File: src/rtl/inst_sram_fetch_ctrl_pkg.sv
// Shared fetch-path types and constants for the uncached instruction bus controller.
package inst_sram_fetch_ctrl_pkg;

  typedef enum logic [2:0] {
    IDLE     = 3'd0,
    REQ      = 3'd1,
    WAIT     = 3'd2,
    HOLD     = 3'd3,
    REQ_DROP = 3'd4,
    DROP     = 3'd5
  } fetch_state_t;

  localparam logic [1:0]  BUS_SIZE_WORD = 2'b10;
  localparam logic [31:0] RESET_PC      = 32'hbfc00000;

endpackage

File: src/rtl/inst_sram_fetch_ctrl.sv
// Single-outstanding SRAM-like instruction fetch controller feeding the I stage.
// Stale responses after a flush are drained in REQ_DROP/DROP and never reach inst_valid.
//
// Handshake: bus_req is held with a stable bus_addr until bus_addr_ok is seen
// in the same cycle; bus_data_ok is only sampled in WAIT/DROP. inst_valid stays
// high with unchanged inst_data/inst_pc until a cycle with advance or flush.
module inst_sram_fetch_ctrl
  import inst_sram_fetch_ctrl_pkg::*;
#(
  parameter int ADDR_W = 32,
  parameter int DATA_W = 32
) (
  input  logic              clk,
  input  logic              reset,
  input  logic [ADDR_W-1:0] fetch_pc,
  input  logic              fetch_en,
  input  logic              flush,
  input  logic              advance,
  output logic              inst_valid,
  output logic [DATA_W-1:0] inst_data,
  output logic [ADDR_W-1:0] inst_pc,
  output logic              bus_req,
  output logic              bus_wr,
  output logic [1:0]        bus_size,
  output logic [ADDR_W-1:0] bus_addr,
  input  logic              bus_addr_ok,
  input  logic              bus_data_ok,
  input  logic [DATA_W-1:0] bus_rdata,
  output fetch_state_t      dbg_state
);

  fetch_state_t state;

  assign bus_wr    = 1'b0;
  assign bus_size  = BUS_SIZE_WORD;
  assign dbg_state = state;

  always_ff @(posedge clk) begin
    if (reset) begin
      state      <= IDLE;
      inst_valid <= 1'b0;
      inst_data  <= '0;
      inst_pc    <= '0;
      bus_req    <= 1'b0;
      bus_addr   <= '0;
    end else begin
      case (state)
        IDLE: begin
          if (fetch_en && !flush) begin
            bus_addr <= fetch_pc;
            bus_req  <= 1'b1;
            state    <= REQ;
          end
        end
        REQ: begin
          if (bus_addr_ok) begin
            bus_req <= 1'b0;
            state   <= flush ? DROP : WAIT;
          end else if (flush) begin
            state <= REQ_DROP;
          end
        end
        // Request already on the bus cannot be withdrawn; wait for acceptance.
        REQ_DROP: begin
          if (bus_addr_ok) begin
            bus_req <= 1'b0;
            state   <= DROP;
          end
        end
        WAIT: begin
          if (bus_data_ok) begin
            if (flush) begin
              state <= IDLE;
            end else begin
              inst_data  <= bus_rdata;
              inst_pc    <= bus_addr;
              inst_valid <= 1'b1;
              state      <= HOLD;
            end
          end else if (flush) begin
            state <= DROP;
          end
        end
        DROP: begin
          if (bus_data_ok) state <= IDLE;
        end
        HOLD: begin
          if (flush) begin
            inst_valid <= 1'b0;
            state      <= IDLE;
          end else if (advance) begin
            inst_valid <= 1'b0;
            // Issue the next fetch directly to avoid an IDLE bubble.
            if (fetch_en) begin
              bus_addr <= fetch_pc;
              bus_req  <= 1'b1;
              state    <= REQ;
            end else begin
              state <= IDLE;
            end
          end
        end
        default: begin
          bus_req    <= 1'b0;
          inst_valid <= 1'b0;
          state      <= IDLE;
        end
      endcase
    end
  end

endmodule

File: config.mk
export PLATFORM = sky130hd
export DESIGN_NAME = inst_sram_fetch_ctrl
export DESIGN_NICKNAME = d
export VERILOG_FILES = /design/src/rtl/inst_sram_fetch_ctrl_pkg.sv /design/src/rtl/inst_sram_fetch_ctrl.sv
export SDC_FILE = /design/constraint.sdc
export NUM_CORES = 1
export LEC_CHECK = 0
export ABC_AREA = 1
export CORE_MARGIN = 5
export CORE_UTILIZATION = 45
export CTS_BUF_LIST = sky130_fd_sc_hd__clkbuf_8
export DETAILED_ROUTE_END_ITERATION = 7
export PLACE_DENSITY = 0.92
export SYNTH_ARGS = -nofsm -noshare
export SYNTH_HDL_FRONTEND = slang
export SYNTH_SLANG_ARGS = --single-unit
File: constraint.sdc
create_clock -name clk -period 3 [get_ports clk]
set_input_delay 0.45 -clock clk [delete_from_list [all_inputs] [get_ports clk]]
set_output_delay 0.45 -clock clk [all_outputs]
set_load 0.05 [all_outputs]
==> results by group <==
Clock tree
  – Clk_lat worst skew: ~350 ps
  – Max clock buf depth: 2
  – TritonCTS Buffers: 9
  – CTS tree: built
  – Worst-path clk slew: around 90 ps
  – Post-CTS setup buffer count: 0
  – Clk root buf: clkbuf_8
  – Post-CTS Resized: 0
  – H-Tree Depth: 3
  – Clk sink count: 101
  – Cts hold-fix bufs: 0

Synth
  – Register area share after synthesis: 0.5346
  – FF+latch count, synth: slightly above 100
  – Avg Inst Size Synth: about 8.0 um^2
  – Warnings, synthesis: 0
  – Synthesized area: between 3000 and 4000 um^2
  – Synth Instances: between 400 and 500
  – Netlist cell types: 22

STA
  – Final period util: 0.7542
  – Period minus WS final: about 2300 ps
  – Final Hold Fails: 0
  – Min Hold Slack: about 470 ps
  – Final Max Slew Viols: 0
  – Final Setup Violations: 0
  – Setup TNS Final: 0 ps
  – Fmax: approximately 440 MHz
  – RSZ-0062 raised after global routing: no
  – Slew margin rel.: 0.6229
  – Worst-margin pin slew: around 560 ps
  – Clock skew: approximately 11 ps

Placed design
  – Placer Congestion: ~0.88
  – DP HPWL: 7791 um
  – Port bufs: approximately 170

Finish
  – Number of diodes: 0
  – Nets: 697
  – Area growth syn-to-layout: 49.82%
  – Fillers: between 600 and 700
  – Share of layout cells above drive strength 1: 0.04596
  – Final Util: 0.6897

Drt
  – Remaining DRCs: 0
  – Initial drt markers: 130
  – Drt total wl: 10680 um
  – Per-cell routed wire length: 14.51 um
  – ANT nets after route: 0
  – TritonRoute pass-1 iters: 5
  – Vias: between 3000 and 4000
  – DR vias/cell: around 5

GRT
  – GRT overflow: 0
  – Total track usage: 0.2043
  – Antenna violations before repair: 0
  – Largest net degree at the start of global routing: between 60 and 70
  – First-pass GRT wire length: 17070 um
  – Number of global-route vias before repair: roughly 3700

Pwr
  – Switching power total: roughly 1900 uW
  – Switch share: 0.4233
  – Pwr dens: about 780 nW/um^2
  – Reg power frac: 0.383
  – Leak: 0.002217 uW
  – Pint: between 2000 and 3000 uW
  – Clock share of power: 0.187
  – Gate power share: 0.430
  – Max rail drop VDD: approximately 0.41 mV

Outcome
  – Status: finished, final reports clean

Floorplanning
  – Core Area: 8217 um^2
  – Starting density of the core: 0.4603
  – FP Rows: 33
  – Die area: roughly 10000 um^2
  – Chip width: 101.7 um
  – # IOs: 175
  – Die Y: around 100 um

Critical path
  – CP Max Fanout: 9
  – Crit. End Element: primary output
  – Worst Path Arrival: 1810 ps
  – CP max stage cell: clkdlybuf4s50_1
  – Slowest cell delay on critical path: a little under 900 ps
  – Worst Path Buf+Inv: 1
  – Critical path cell sequence: clkdlybuf4s50_1
  – Required time worst endpoint: between 2000 and 3000 ps
  – Critical path startpoint category: flop
  – Crit Path Class: reg2out
  – CP top delay family: buffers and inverters
  – Flop2flop setup slack: approximately 1100 ps

Min path
  – Hold WC Path Type: reg2reg

Run
  – Maxcap violations: 0
[registers in the layout, indices dropped and copies added, names as in the netlist]
name,count
inst_pc,32
inst_valid,1
bus_addr,32
inst_data,32
dbg_state,3
bus_req,1
[cell usage in the layout (no fill, tap or decap)]
cell type / netlist / routed
conb_1: 2 / 3
nand2_1: 23 / 23
nand3_4: 1 / 1
nand3_2: 1 / 1
a21oi_1: 70 / 70
clkinv_4: 0 / 1
nand4_1: 2 / 2
o31ai_1: 1 / 1
nor2_4: 3 / 3
o21bai_1: 1 / 1
dfxtp_1: 101 / 101
inv_1: 41 / 43
clkbuf_8: 0 / 9
clkinvlp_4: 0 / 3
o21ai_1: 20 / 20
clkdlybuf4s50_1: 0 / 171
inv_2: 3 / 4
nand3_1: 11 / 11
nand2_2: 2 / 2
buf_12: 0 / 2
buf_4: 11 / 2
nor2_1: 80 / 80
bufinv_16: 0 / 1
o21ai_0: 76 / 76
[synthesized netlist by cell type]
library cell  number  area (um^2)
buf_4             11        82.58
nor2_4             3        33.78
buf_6              4        45.04
nand2_1           23        86.33
dfxtp_1          101         2022
nand4_1            2        12.51
nand3_1           11        55.05
o21bai_1           1        7.510
nor2_1            80        300.3
o31ai_1            1        7.510
o21ai_0           76        380.4
conb_1             2        7.510
nand2_2            2        12.51
o21ai_1           20        100.1
nand3_4            1        17.52
a21oi_1           70        350.3
nand3_2            1        10.01
buf_2              9        45.04
inv_1             41        153.9
inv_2              3        11.26
clkinv_1           1        3.750
clkbuf_1          10        37.54
[metrics by stage]
| stage | worst slack (ps) | cell area [um^2] | total power (uW) | cells |
|---|---|---|---|---|
| floorplan | 1281 | 3786 | 3028 | 474 |
| finish | 737.3 | 5667 | 4426 | 736 |
| detailed placement | 734.6 | 5474 | 3627 | 720 |
| global route | 652.1 | 5667 | 4678 | 736 |
| CTS | 731.3 | 5667 | 4463 | 736 |
| global placement | 845.1 | 5474 | 3566 | 720 |
[logic make-up (layout without fill, tap and decap cells)]
| group | after synthesis | after routing | share of synthesized area |
|---|---|---|---|
| compound gates | 168 | 168 | 0.2236 |
| simple gates | 123 | 123 | 0.1396 |
| flops | 101 | 101 | 0.5346 |
| buf+inv | 79 | 236 | 0.1002 |
| other cells | 2 | 3 | 0.001986 |
[per-layer routing]
layer,global-route usage,up-vias,part of all wire
met3,0.06198,19,0.099
met2,0.3491,154,0.49
met4,0.08589,0,0.022
li1,-,1842,-
met1,0.2373,1654,0.39
met5,0,-,0
[power groups by stage]
stage                     Combinational [uW]  Sequential [uW]  Clock (uW)
after global routing                    2040             1720         917
after CTS                               1910             1690         858
final                                   1900             1700         829
after detailed placement                1910             1720           0
after global placement                  1860             1710           0
after floorplan                          662             2370           0
[worst paths after layout]
kind	from	end	depth (start not counted)
setup / recovery	dbg_state[1]$_SDFFE_PP0P_	dbg_state[1]	1
hold / removal	bus_addr[20]$_SDFFE_PP0P_	bus_addr[20]$_SDFFE_PP0P_	2
setup reg to reg	dbg_state[1]$_SDFFE_PP0P_	inst_pc[30]$_SDFFE_PP0P_	7
hold reg to reg	bus_addr[20]$_SDFFE_PP0P_	bus_addr[20]$_SDFFE_PP0P_	2
[cell type report]
class                   count  area (um^2)  share of cell area
flip-flops and latches    101         2022              0.3568
well taps                 105        131.4             0.02318
clock inverters             7        68.82             0.01214
multi-input cells         294         1385              0.2444
clock buffers               9        123.9             0.02186
repair buffers            175         1767              0.3118
inverters                  45        168.9             0.02981
(Power assumes the default switching activity.)
